**src/rtl/grp_counter_bank.sv**
```systemverilog
// grp_counter_bank: multi-channel gated rising-edge counter with atomic window-end snapshot on the addr/data register bus.
// Build option GRP_CNT_SATURATE_EN: live counters saturate at all-ones and set a sticky per-channel OVF bit.
module grp_counter_bank #(
   parameter int unsigned CHANNELS  = 4,
   parameter int unsigned CNT_W     = 32,
   parameter logic [7:0]  BASE_ADDR = 8'h40
) (
   input  logic                clock50Mhz,
   input  logic                key_restart,
   input  logic [7:0]          addr,
   input  logic [7:0]          data,
   input  logic                write,
   output logic [7:0]          data_out,
   input  logic [CHANNELS-1:0] count_in,
   output logic                snap_valid,
   input  logic                snap_ack,
   output logic [31:0]         window_count
);

   typedef enum logic [1:0] {IDLE, COUNT, HOLD} state_t;

   state_t              state, state_next;
   logic [7:0]          off;
   logic                in_win;
   logic [3:0]          reg_sel;
   logic                bus_wr;
   logic                clr;
   logic                run, oneshot;
   logic [7:0]          chsel;
   logic [31:0]         window;
   logic [31:0]         timer;
   logic                start, count_en, win_end;
   logic [CHANNELS-1:0] sync1, sync2, sync3, rise;
   logic [CHANNELS-1:0] ovf;
   logic [CNT_W-1:0]    live      [CHANNELS];
   logic [CNT_W-1:0]    live_next [CHANNELS];
   logic [CNT_W-1:0]    shadow    [CHANNELS];
   logic [31:0]         sh_sel;
   logic [7:0]          rd_val;

   assign off     = addr - BASE_ADDR;
   assign in_win  = (addr >= BASE_ADDR) && (off < 8'd16);
   assign reg_sel = off[3:0];
   assign bus_wr  = write && in_win;
   assign clr     = bus_wr && (reg_sel == 4'h0) && data[2];

   // count_in path: two sync flops, a third stage for rising-edge detect
   always_ff @(posedge clock50Mhz) begin
      if (!key_restart) begin
         sync1 <= '0;
         sync2 <= '0;
         sync3 <= '0;
      end else begin
         sync1 <= count_in;
         sync2 <= sync1;
         sync3 <= sync2;
      end
   end
   assign rise = sync2 & ~sync3;

   always_ff @(posedge clock50Mhz) begin
      if (!key_restart) begin
         run     <= 1'b0;
         oneshot <= 1'b0;
         chsel   <= '0;
         window  <= 32'd50_000_000;
      end else if (bus_wr) begin
         case (reg_sel)
            4'h0: begin
               run     <= data[0];
               oneshot <= data[1];
            end
            4'h1: chsel         <= data;
            4'h2: window[7:0]   <= data;
            4'h3: window[15:8]  <= data;
            4'h4: window[23:16] <= data;
            4'h5: window[31:24] <= data;
            default: ;
         endcase
      end
   end

   always_ff @(posedge clock50Mhz) begin
      if (!key_restart) state <= IDLE;
      else              state <= state_next;
   end

   always_comb begin
      state_next = state;
      case (state)
         IDLE:  if (start) state_next = COUNT;
         COUNT: begin
            if (!run)                    state_next = IDLE;
            else if (win_end && oneshot) state_next = HOLD;
         end
         HOLD:  if (!run) state_next = IDLE;
         default: state_next = IDLE;
      endcase
   end

   always_comb begin
      start    = 1'b0;
      count_en = 1'b0;
      win_end  = 1'b0;
      case (state)
         IDLE:  start = run && (window != '0);
         COUNT: begin
            count_en = run;
            win_end  = run && (timer == 32'd1);
         end
         default: ;
      endcase
   end

`ifdef GRP_CNT_SATURATE_EN
   logic [CHANNELS-1:0] ovf_set;
`endif

   always_comb begin
`ifdef GRP_CNT_SATURATE_EN
      ovf_set = '0;
`endif
      for (int unsigned i = 0; i < CHANNELS; i++) begin
         live_next[i] = live[i];
         if (count_en && rise[i]) begin
`ifdef GRP_CNT_SATURATE_EN
            if (live[i] == '1) ovf_set[i] = 1'b1;
            else               live_next[i] = live[i] + CNT_W'(1);
`else
            live_next[i] = live[i] + CNT_W'(1);
`endif
         end
      end
   end

`ifdef GRP_CNT_SATURATE_EN
   always_ff @(posedge clock50Mhz) begin
      if (!key_restart || clr) ovf <= '0;
      else                     ovf <= ovf | ovf_set;
   end
`else
   assign ovf = '0;
`endif

   // The shadow takes live_next so an edge landing on the window-end cycle is kept.
   always_ff @(posedge clock50Mhz) begin
      for (int unsigned i = 0; i < CHANNELS; i++) begin
         if (!key_restart || clr) begin
            live[i]   <= '0;
            shadow[i] <= '0;
         end else if (start) begin
            live[i] <= '0;
         end else if (win_end) begin
            shadow[i] <= live_next[i];
            live[i]   <= '0;
         end else begin
            live[i] <= live_next[i];
         end
      end
   end

   always_ff @(posedge clock50Mhz) begin
      if (!key_restart) begin
         timer        <= '0;
         snap_valid   <= 1'b0;
         window_count <= '0;
      end else begin
         if (start || win_end) timer <= window;
         else if (count_en)    timer <= timer - 32'd1;

         if (win_end)       snap_valid <= 1'b1;
         else if (snap_ack) snap_valid <= 1'b0;

         if (clr || start)  window_count <= '0;
         else if (win_end)  window_count <= window_count + 32'd1;
      end
   end

   always_comb begin
      sh_sel = '0;
      for (int unsigned i = 0; i < CHANNELS; i++)
         if (chsel == 8'(i)) sh_sel = 32'(shadow[i]);
      rd_val = '0;
      case (reg_sel)
         4'h0: rd_val = {3'b000, |ovf, snap_valid, 1'b0, oneshot, run};
         4'h1: rd_val = chsel;
         4'h2: rd_val = window[7:0];
         4'h3: rd_val = window[15:8];
         4'h4: rd_val = window[23:16];
         4'h5: rd_val = window[31:24];
         4'h6: rd_val = sh_sel[7:0];
         4'h7: rd_val = sh_sel[15:8];
         4'h8: rd_val = sh_sel[23:16];
         4'h9: rd_val = sh_sel[31:24];
         4'hA: rd_val = 8'(ovf);
         4'hF: rd_val = 8'h20;
         default: rd_val = '0;
      endcase
      if (!in_win) rd_val = '0;
   end

   always_ff @(posedge clock50Mhz) begin
      if (!key_restart) data_out <= '0;
      else              data_out <= rd_val;
   end

endmodule

```
**config.mk**
```make
export PLATFORM = sky130hd
export DESIGN_NAME = grp_counter_bank
export DESIGN_NICKNAME = d
export VERILOG_FILES = /design/src/rtl/grp_counter_bank.sv
export SDC_FILE = /design/constraint.sdc
export NUM_CORES = 1
export LEC_CHECK = 0
export BUFFER_PORTS_ARGS = -buffer_cell sky130_fd_sc_hd__clkbuf_2
export CAP_MARGIN = 10
export CORE_ASPECT_RATIO = 0.75
export CORE_MARGIN = 1.5
export CORE_UTILIZATION = 62
export DETAILED_ROUTE_END_ITERATION = 12
export GPL_TIMING_DRIVEN = 0
export PLACE_DENSITY_LB_ADDON = 0.3
export SYNTH_ARGS = -nofsm -noshare
export SYNTH_HDL_FRONTEND = slang
export SYNTH_SLANG_ARGS = --single-unit
```
**constraint.sdc**
```tcl
create_clock -name clock50Mhz -period 8.6 [get_ports clock50Mhz]
set_input_delay 1.72 -clock clock50Mhz [delete_from_list [all_inputs] [get_ports clock50Mhz]]
set_output_delay 1.72 -clock clock50Mhz [all_outputs]
set_load 0.01 [all_outputs]
```
==> PnR_summary.wiki, run 1 <==
{| class="wikitable"
! Metric !! Value
|-
| Setup slack on the worst flop-to-flop path || 4.51 ns
|-
| Wire length the detailed router placed on met1 || 23,320 um
|-
| Die Outline Area || 0.03093 mm2
|-
| Via-to-Cell Ratio || 6.194
|-
| Horizontal extent of the die || between 200 and 250 um
|-
| Cell count after synthesis || 1,827
|-
| Power density over cell area || 188.1 mW/mm2
|-
| Maximum number of pins on one net before global-route repair || 55
|-
| Highest clock rate || 225.3 MHz
|-
| Count of flip-flops with a built-in enable after synthesis || 256
|-
| Proportion of synthesized chip area in sequential cells || 55.44%
|-
| First-pass GRT wire length || 83,380 um
|-
| Total wire length || 55,460 um
|-
| Routed length on met3 || 7862 um
|-
| Slew Limit Fails || 0
|-
| Final min period || 4.438 ns
|-
| Number of nets in the final layout || 2,092
|-
| Final Hold Slack || 0.4372 ns
|-
| Cell taking the most area after synthesis || edfxtp_1
|-
| Routed length on met2 || 23,120 um
|-
| Minimum setup slack in the final design || between 4 and 5 ns
|-
| Number of resized instances in the post-cts repair step || 0
|-
| Vias after detailed routing || 15,385
|-
| Critical path's most frequent cell || clkbuf_1
|-
| Yosys reg bits || a little under 400
|-
| Critical Path AT || 4.70 ns
|-
| Worst Reg-to-Reg Cells || 8
|-
| Fin crit share || 51.61%
|-
| Growth of design area from synthesis to finish || 14.14%
|-
| Transition time at the pin with the least slew margin || 1.012 ns
|-
| Y dimension of the die || 152.7 um
|-
| Buf/Inv on CP || 5
|-
| Post-detailed-route DRC marker count || 0
|-
| Fill cell instance count of the final layout || 2,121
|-
| Outcome || completed
|-
| Clock Path Buffers || 3
|-
| Total global routing overflow || 0
|-
| Number of sinks on the clock net || 385
|-
| Total setup buffers inserted after CTS || 0
|-
| Sort of element at the end of the critical path || flop
|-
| Most common library cells after synthesis || 368 x nor2_1, 256 x edfxtp_1, 151 x nand2_1, 129 x dfxtp_1, 129 x nand3_1
|-
| HPWL after detailed placement || 41,010 um
|-
| P_sw || 0.0009115 W
|-
| Top sig layer || met4
|-
| Hold Fails Final Rpt || 0
|-
| Critical Path, Cell by Cell || clkbuf_2, clkbuf_1, clkbuf_1, clkbuf_1, nand3_4, buf_16
|-
| Standard cell with the maximum stage delay on the critical path || clkbuf_1
|-
| Synthesis Warnings || 0
|-
| Net switching share of the total power || 22.91%
|-
| I/O pin count || 65
|-
| Total of max-cap violations || 0
|-
| Cell area after technology mapping || about 0.019 mm2
|-
| Clock insertion delay at the later pin of the skew report || around 0.55 ns
|-
| Starting density of the core || a little over three fifths
|-
| Hold-fix buffers at CTS || 0
|-
| Worst-case clock skew || 0.01845 ns
|-
| Number of detailed-route iterations in the first pass || 5
|-
| Required time reported for the critical path endpoint || 8.86 ns
|-
| Routed len/inst || 22.33 um
|-
| Cell-internal power || 0.003066 W
|-
| Reg-to-reg critical path startpoint || run
|-
| Launch instance of the worst min-delay path || sync1[2]
|-
| Terminus of the critical flop-to-flop path || live[2][31]
|-
| Clk slew on worst S/H paths || approximately 0.060 ns
|-
| Root cell of the clock tree || clkbuf_16
|-
| Delay-heaviest family, CP || buffers and inverters
|-
| FFs w/ async S/R, synth || 0%
|-
| Number of nets still failing antenna checks after routing || 0
|-
| Combinational Power Share || 4.7%
|-
| Most frequent cell after synthesis || nor2_1
|-
| Post-place setup slack || 3.763 ns
|-
| Overall routing resource usage || between 30% and 40%
|-
| Maximum cell stage delay along the critical path || between 0.6 and 0.7 ns
|-
| Launching instance or port of the critical path || key_restart
|-
| Static leakage power || ~7.6 nW
|-
| Diode count || 0
|-
| Row cnt || 54
|-
| Critical Setup Path Class || in -> reg
|-
| Min-Delay Path Class || reg -> reg
|-
| Count of cell types in the netlist || 74
|-
| Final Instance Area || 0.02114 mm2
|-
| Clock tree from TritonCTS || done
|-
| VDD IR-drop max || 0.1850 mV
|-
| Clock buffer count from CTS || 39
|-
| H-tree Lvls || 2
|-
| Number of instances on the worst hold path || 1
|-
| Gpl congestion || 1.031
|-
| Final setup violation count || 0
|-
| Floorplan Core Area || 0.02926 mm2
|-
| Average footprint of a synthesized cell || 10.14 um2
|-
| Vias in the first global route || around 14,000
|-
| Starting DRT DRC Count || around 2,200
|-
| Leading cell types by total area after synthesis || edfxtp_1 41%, dfxtp_1 14%, nor2_1 7.5%
|-
| End point of the most critical hold path || sync2[2]
|-
| Maximum fanout along the worst path || 54
|-
| Synth top area share || 41.50%
|-
| Cell area after placement || 0.01987 mm2
|-
| Register share of total power || approximately 52%
|-
| Buffers on Ports || 64
|-
| Clock network fraction of design power || 42.9%
|-
| Final core occ || 72.27%
|-
| Most frequently used flop master after synthesis || edfxtp_1
|-
| Slew Limit Headroom || between 30% and 40%
|-
| Layout cell share with drive strength beyond 1 || 9.943%
|-
| Kind of start point of the critical path || primary input
|-
| Setup repair after global routing missed its margin || false
|-
| Antenna violations before repair || 3
|}
[sequential cells by signal, indices dropped and copies added (netlist names), 2 cells and up]
signal        cells
sync2             4
shadow          128
live            128
state             2
window           32
chsel             8
window_count     32
sync1             4
data_out          8
timer            32
sync3             4
[cell usage in the layout, fill, tap and decap left out, types with 9 or more instances in the layout]
cell type  count
nor3_1        52
mux2_2        17
mux2i_1       17
inv_1         34
nor3b_1       11
o22ai_1       18
nand4_1       38
o21ai_0       33
a22oi_1       12
nor2_1       368
buf_2         36
mux4_2        13
clkbuf_2      64
xnor2_1       88
clkbuf_16     41
a21oi_1       59
clkbuf_1      59
nor2b_1        9
nand3_1      128
and3_1        30
xor2_1        62
a31oi_1        9
and2_1        26
dfxtp_1      129
nand2b_1      12
and4_1        12
edfxtp_1     256
conb_1       128
nor4_1        32
or3_1         11
a221o_1        9
nand2_1      151
[worst max-delay path by stage]
stage	to	slack [ns]	cells after the start
4_1_cts	shadow[0][3]	4.32	6
6_report	shadow[0][3]	4.16	6
5_1_grt	shadow[0][17]	4.15	6
3_3_place_gp	shadow[2][26]	-1.08	5
2_1_floorplan	shadow[0][0]	1.75	4
3_5_place_dp	shadow[0][26]	3.76	6
[final cells by class]
| type | count | area (um2) | area share (%) |
|---|---|---|---|
| flip-flops and latches | 385 | 10270 | 48.57 |
| multi-input cells | 1444 | 8218 | 38.87 |
| clock buffers | 55 | 1119 | 5.290 |
| well taps | 392 | 490.5 | 2.320 |
| plain buffers | 91 | 397.9 | 1.882 |
| repair buffers | 66 | 367.9 | 1.740 |
| clock inverters | 17 | 153.9 | 0.7279 |
| inverters | 34 | 127.6 | 0.6036 |
[per-stage QoR]
step           std cells  TNS, ns  total power (W)
6_report            2484        0         0.003978
3_5_place_dp        2412        0         0.002295
3_3_place_gp        2410  -137.37         0.002293
5_1_grt             2484        0         0.004068
4_1_cts             2484        0         0.003973
2_1_floorplan       1954        0         0.002223
[power by group through the flow]
stage | Clock [W] | Sequential (W) | Combinational (W)
finish | 0.00171 | 0.00208 | 0.000185
global route | 0.00178 | 0.00209 | 0.000199
CTS | 0.00171 | 0.00208 | 0.000178
detailed placement | 0 | 0.00212 | 0.000175
global placement | 0 | 0.00212 | 0.000169
floorplan | 0 | 0.00211 | 0.000117
[cell families after synthesis]
kind of cell | synth area share, %
multiplexers | 3.533
flip-flops | 55.44
AND/OR/NAND/NOR | 23.56
AO/OA/AOI/OAI | 7.045
adder cells (fa/ha/maj) | 0.4728
other | 0.02024
buffers and inverters | 2.837
XOR/XNOR | 7.092
[worst reg2reg max path, cell delays in order (launching register included)]
cell and delay, ns:
dfxtp_1 0.50, and3b_1 0.20, clkbuf_1 0.41, clkbuf_1 0.62
nand4_1 0.53, nor4_1 0.89, nand3_1 0.35, xor2_1 0.28
nor2_1 0.07
[per-layer routing]
layer	vias up	global-route usage (%)
met5	-	0
met4	0	8.078
met3	100	9.153
met2	945	50.91
met1	7407	54.90
li1	6933	-
No activity file was read; power rests on OpenSTA's default activity.
==> run 2, diff against run 1 <==
Clock period 8.6 ns to 4.1 ns, I/O delays scaled along.
==> run 2 against run 1 <==
Sequential cell count stayed put. Via count shrank 0.81%. Sequential share of layout area fell by 0.17 points. Wire length shrank 0.45%. Non-clock buffer count stayed put. Hold slack worse by 0.0053 ns. First-iteration DRC count shrank 15%.
==> PnR_summary.wiki, run 2 (synthesis results as in run 1) <==
{| class="wikitable"
! Metric !! Value
|-
| Outcome || completed
|-
| I/O pin count || 65 (unchanged)
|-
| Vias after detailed routing || 15,261 (-0.81%)
|-
| Number of nets still failing antenna checks after routing || 0 (unchanged)
|-
| Kind of start point of the critical path || flop
|-
| Root cell of the clock tree || clkbuf_16
|-
| Horizontal extent of the die || 202.6 um (unchanged)
|-
| Min-Delay Path Class || reg -> reg
|-
| Total wire length || 55,210 um (-0.45%)
|-
| Total global routing overflow || 0 (unchanged)
|-
| Starting density of the core || 63.32% (unchanged)
|-
| Hold Fails Final Rpt || 0 (unchanged)
|-
| Number of nets in the final layout || 2,091 (-0.048%)
|-
| Commonest cells after routing, fill and taps aside || 368 x nor2_1, 256 x edfxtp_1, 151 x nand2_1
|-
| Largest registers in the final layout || live: 128 flops, shadow: 128 flops
|-
| Slew Limit Fails || 0 (unchanged)
|-
| Clock insertion delay at the later pin of the skew report || 0.56 ns (about the same)
|-
| Total setup buffers inserted after CTS || 0 (unchanged)
|-
| Growth of design area from synthesis to finish || 14.54%
|-
| Worst-case clock skew || 0.03349 ns (+0.01505 ns)
|-
| Final setup violation count || 0 (unchanged)
|-
| Buf/Inv on CP || 2 (-3)
|-
| Post-detailed-route DRC marker count || 0 (unchanged)
|-
| Diode count || 0 (unchanged)
|-
| Required time reported for the critical path endpoint || 4.39 ns (-4.47 ns)
|-
| Highest clock rate || 270.9 MHz
|-
| Via-to-Cell Ratio || 6.149 (-0.73%)
|-
| Slew Limit Headroom || 27.72% (-4.3 points)
|-
| Maximum cell stage delay along the critical path || 0.72 ns (+0.09 ns)
|-
| Routed len/inst || 22.24 um (-0.37%)
|-
| Y dimension of the die || 152.7 um (unchanged)
|-
| Fin crit share || 90.03%
|-
| First-pass GRT wire length || 84,140 um (+0.91%)
|-
| Final min period || 3.691 ns
|-
| Clock Path Buffers || 3 (unchanged)
|-
| Layout cell share with drive strength beyond 1 || 10.19% (+0.25 points)
|-
| Total of max-cap violations || 0 (unchanged)
|-
| Power Total || 0.008499 W (+110%)
|-
| Hold-fix buffers at CTS || 0 (unchanged)
|-
| Minimum setup slack in the final design || 0.4089 ns (-3.753 ns)
|-
| Commonest non-fill, non-tap cell in the layout || nor2_1
|-
| Clock tree from TritonCTS || done
|-
| Overall routing resource usage || 35.94% (+0.19 points)
|-
| Delay-heaviest family, CP || simple AND/OR/NAND/NOR gates
|-
| Number of sinks on the clock net || 385 (unchanged)
|-
| Transition time at the pin with the least slew margin || 1.069 ns (+0.05744 ns)
|-
| Row cnt || 54 (unchanged)
|-
| Die Outline Area || 0.03093 mm2 (unchanged)
|-
| Gpl congestion || 0.9948 (-3.5%)
|-
| VDD IR-drop max || 0.3526 mV (+91%)
|-
| Critical path's most frequent cell || clkbuf_1
|-
| Number of resized instances in the post-cts repair step || 0 (unchanged)
|-
| Critical Path, Cell by Cell || and3b_1, clkbuf_1, clkbuf_1, nand4_1, nor4_1, nand3_1, xor2_1, nor2_1
|-
| Floorplan Core Area || 0.02926 mm2 (unchanged)
|-
| Power density over cell area || 400.6 mW/mm2 (+110%)
|-
| Maximum number of pins on one net before global-route repair || 61 (+11%)
|-
| Starting DRT DRC Count || 1,866 (-15%)
|-
| Critical Setup Path Class || reg -> reg
|-
| Clk slew on worst S/H paths || 0.06 ns (about the same)
|-
| Post-place setup slack || 0.1049 ns (-3.658 ns)
|-
| Static leakage power || 7.629 nW (+0.51%)
|-
| Vias in the first global route || 14,321 (+2.0%)
|-
| Fin Setup TNS || 0 ns (unchanged)
|-
| Standard cell with the maximum stage delay on the critical path || nor4_1
|-
| Clock buffer count from CTS || 38 (-2.6%)
|-
| Sort of element at the end of the critical path || flop
|-
| Maximum fanout along the worst path || 10 (-81%)
|-
| Number of detailed-route iterations in the first pass || 8 (+3)
|-
| Buffers on Ports || 64 (unchanged)
|-
| Critical Path AT || 3.98 ns (-0.72 ns)
|-
| HPWL after detailed placement || 40,800 um (-0.53%)
|-
| Antenna violations before repair || 1 (-2)
|-
| Setup repair after global routing missed its margin || false
|-
| H-tree Lvls || 2 (unchanged)
|}
## run 2: cell count changes in the layout (fill, tap and decap cells not counted), sizes merged
cell / change
inv: -1
clkinv: -1
bufinv: +4
clkbuf: -4
## run 2: cell type report
cell class / instances / area, um2
tap: 392 / 490.5
timing repair buffer: 66 / 375.4
fill: 2099 / 8038
multi-input combinational: 1444 / 8218
clock buffer: 51 / 1061
clock inverter: 19 / 277.8
sequential: 385 / 10270
inverter: 34 / 127.6
buffer: 91 / 397.9
## run 2: path summary, 6_finish.rpt
kind,start,end,slack (ns),cells past startpoint
max,run,live[2][31],0.41,8
min,sync1[0],sync2[0],0.43,1
max reg2reg,run,live[2][31],0.41,8
min reg2reg,sync1[0],sync2[0],0.43,1
## run 2: power breakdown
group / internal, W / total, W / leakage [nW] / switching [W]
clock network: 0.00222 / 0.00374 / 0.654 / 0.00152
registers: 0.00427 / 0.00437 / 3.67 / 0.000102
logic: 0.000119 / 0.000387 / 3.30 / 0.000268
## run 2: routing by layer
layer	up-vias	part of all wire, %	GRT usage, %
li1	6923	-	-
met3	102	14	11.80
met2	841	40	49.25
met1	7393	43	54.40
met5	-	0.014	0.7764
met4	2	2.3	9.559
## run 2: through the flow
stage | hold slack [ns] | utilization [%] | cells | instance area [um2]
final | 0.4319 | 72.53 | 2482 | 21220
after detailed placement | 0.4196 | 67.95 | 2412 | 19880
after global placement | 0.4156 | 67.76 | 2410 | 19820
after floorplan | 0.4119 | - | 1954 | 19010
after CTS | 0.4347 | 72.53 | 2482 | 21220
after global routing | 0.4433 | 72.53 | 2482 | 21220
==> run 3, diff against run 2 <==
Settings changed: SETUP_SLACK_MARGIN from default to 0.5.
==> run 3 against run 2 <==
Register-to-register slack improved by 0.36 ns. Worst setup slack improved by 0.037 ns. Sequential power about the same. Critical path type is now in -> reg. Sequential cell count unchanged.
==> PnR_summary.wiki, run 3 (synthesis results as in run 1) <==
{| class="wikitable"
! Metric !! Value
|-
| Outcome || completed
|-
| Post-place setup slack || 0.1049 ns (unchanged)
|-
| Worst-case clock skew || 0.02895 ns (-0.004546 ns)
|-
| Fin Setup TNS || 0 ns (unchanged)
|-
| Growth of design area from synthesis to finish || 14.58% (about the same)
|-
| Via-to-Cell Ratio || 6.157 (+0.14%)
|-
| Slew Limit Headroom || 26.55% (-1.2 points)
|-
| Number of sinks on the clock net || 385 (unchanged)
|-
| Minimum setup slack in the final design || 0.4456 ns (+0.03671 ns)
|-
| Critical Setup Path Class || in -> reg
|-
| Static leakage power || 7.633 nW (about the same)
|-
| Total setup buffers inserted after CTS || 0 (unchanged)
|-
| Layout cell share with drive strength beyond 1 || 10.29% (+0.096 points)
|-
| Floorplan Core Area || 0.02926 mm2 (unchanged)
|-
| Vias in the first global route || 14,321 (unchanged)
|-
| Commonest non-fill, non-tap cell in the layout || nor2_1
|-
| Routed len/inst || 22.22 um (-0.11%)
|-
| Cells after DPL || 2,412 (unchanged)
|-
| Overall routing resource usage || 35.94% (unchanged)
|-
| Largest registers in the final layout || live: 128 flops, shadow: 128 flops
|-
| Starting DRT DRC Count || 1,862 (-0.21%)
|-
| Fin crit share || 89.13% (-0.90 points)
|-
| Standard cell with the maximum stage delay on the critical path || nor4b_1
|-
| Diode count || 0 (unchanged)
|-
| Final Instance Area || 0.02123 mm2 (about the same)
|-
| Number of nets still failing antenna checks after routing || 0 (unchanged)
|-
| Critical Path, Cell by Cell || clkbuf_2, nor4b_1, and3_1, nand3_1, nand4_1, clkbuf_1, buf_2, nor2_1
|-
| Number of non-filler instances in the completed layout || 2,482 (unchanged)
|-
| Row cnt || 54 (unchanged)
|-
| First-pass GRT wire length || 84,140 um (unchanged)
|-
| Cell-internal power || 0.006606 W (about the same)
|-
| Clock buffer count from CTS || 38 (unchanged)
|-
| Starting density of the core || 63.32% (unchanged)
|-
| Final min period || 3.654 ns (-0.03671 ns)
|-
| Clock insertion delay at the later pin of the skew report || 0.55 ns (about the same)
|-
| Power density over cell area || 400.2 mW/mm2 (about the same)
|-
| Cell area after placement || 0.01988 mm2 (unchanged)
|-
| Final setup violation count || 0 (unchanged)
|-
| Clock network fraction of design power || 44.0% (about the same)
|-
| Clk slew on worst S/H paths || 0.06 ns (about the same)
|-
| Sort of element at the end of the critical path || flop
|-
| Clock Path Buffers || 3 (unchanged)
|-
| Buffers on Ports || 64 (unchanged)
|-
| Horizontal extent of the die || 202.6 um (unchanged)
|-
| Transition time at the pin with the least slew margin || 1.086 ns (+0.01725 ns)
|-
| HPWL after detailed placement || 40,800 um (unchanged)
|-
| P_sw || 0.001889 W (-0.19%)
|-
| Hold Fails Final Rpt || 0 (unchanged)
|-
| Combinational Power Share || 4.5% (about the same)
|-
| Min-Delay Path Class || reg -> reg
|-
| Number of detailed-route iterations in the first pass || 6 (-2)
|-
| Maximum number of pins on one net before global-route repair || 61 (unchanged)
|-
| Total global routing overflow || 0 (unchanged)
|-
| Gpl congestion || 0.9948 (unchanged)
|-
| Vias after detailed routing || 15,282 (+0.14%)
|-
| Fill cell instance count of the final layout || 2,096 (-0.14%)
|-
| Final Hold Slack || 0.4311 ns (-0.0008170 ns)
|-
| Kind of start point of the critical path || primary input
|-
| Die Outline Area || 0.03093 mm2 (unchanged)
|-
| Root cell of the clock tree || clkbuf_16
|-
| Total of max-cap violations || 0 (unchanged)
|-
| Y dimension of the die || 152.7 um (unchanged)
|-
| Commonest cells after routing, fill and taps aside || 368 x nor2_1, 256 x edfxtp_1, 151 x nand2_1
|-
| Clock tree from TritonCTS || done
|-
| Maximum fanout along the worst path || 10 (unchanged)
|-
| Register share of total power || 51.5% (about the same)
|-
| Highest clock rate || 273.6 MHz (+1.0%)
|-
| H-tree Lvls || 2 (unchanged)
|-
| Slew Limit Fails || 0 (unchanged)
|-
| Critical Path AT || 3.93 ns (-0.05 ns)
|-
| I/O pin count || 65 (unchanged)
|-
| Required time reported for the critical path endpoint || 4.38 ns (about the same)
|-
| Post-detailed-route DRC marker count || 0 (unchanged)
|-
| Setup repair after global routing missed its margin || false
|-
| Total wire length || 55,150 um (-0.11%)
|-
| Number of nets in the final layout || 2,091 (unchanged)
|-
| Net switching share of the total power || 22.24% (-0.034 points)
|-
| Maximum cell stage delay along the critical path || 0.92 ns (+0.20 ns)
|-
| VDD IR-drop max || 0.3526 mV (about the same)
|-
| Antenna violations before repair || 1 (unchanged)
|}
## run 3: what timing repair did
action,4_1_cts,5_1_grt
gates resized for setup,0,3
hold buffers,0,0
endpoints found under the setup margin,0,8
## run 3: per-layer routing
metal | track usage [%] | vias to the layer above | share of wire, %
met5 | 0.7764 | - | 0.015
met4 | 9.559 | 2 | 2.4
li1 | - | 6932 | -
met2 | 49.25 | 858 | 40
met1 | 54.40 | 7387 | 43
met3 | 11.80 | 103 | 15
## run 3: power groups by stage
stage               combinational, W  clock [W]  sequential (W)
floorplan                   0.000246          0         0.00441
global placement            0.000354          0         0.00444
detailed placement          0.000367          0         0.00445
CTS                         0.000371    0.00376         0.00437
global route                0.000419    0.00390         0.00438
finish                      0.000386    0.00374         0.00437
## run 3: cell type report
cell class              instances  area, um2  area share, %
plain buffers                  91      399.1          1.880
clock buffers                  51       1061          4.999
clock inverters                19      277.8          1.309
inverters                      34      127.6         0.6013
multi-input cells            1444       8224          38.75
flip-flops and latches        385      10270          48.38
well taps                     392      490.5          2.311
repair buffers                 66      375.4          1.768
## run 3: worst paths after layout
kind	slack, ns	start	depth (start not counted)	endpoint
max	0.45	addr[7]	8	shadow[2][30]
min	0.43	sync1[0]	1	sync2[0]
max reg2reg	0.77	chsel[0]	8	data_out[5]
min reg2reg	0.43	sync1[0]	1	sync2[0]
## run 3: per-stage QoR
step	total power [W]	utilization (%)
final	0.008495	72.55
after CTS	0.008500	72.53
after floorplan	0.004656	-
after global routing	0.008701	72.55
after detailed placement	0.004814	67.95
after global placement	0.004798	67.76
## run 3: critical path: cells and delay by family
| kind | cells | cell delay [ns] |
|---|---|---|
| buffers and inverters | 3 | 1.16 |
| and+or+nand+nor | 5 | 1.95 |
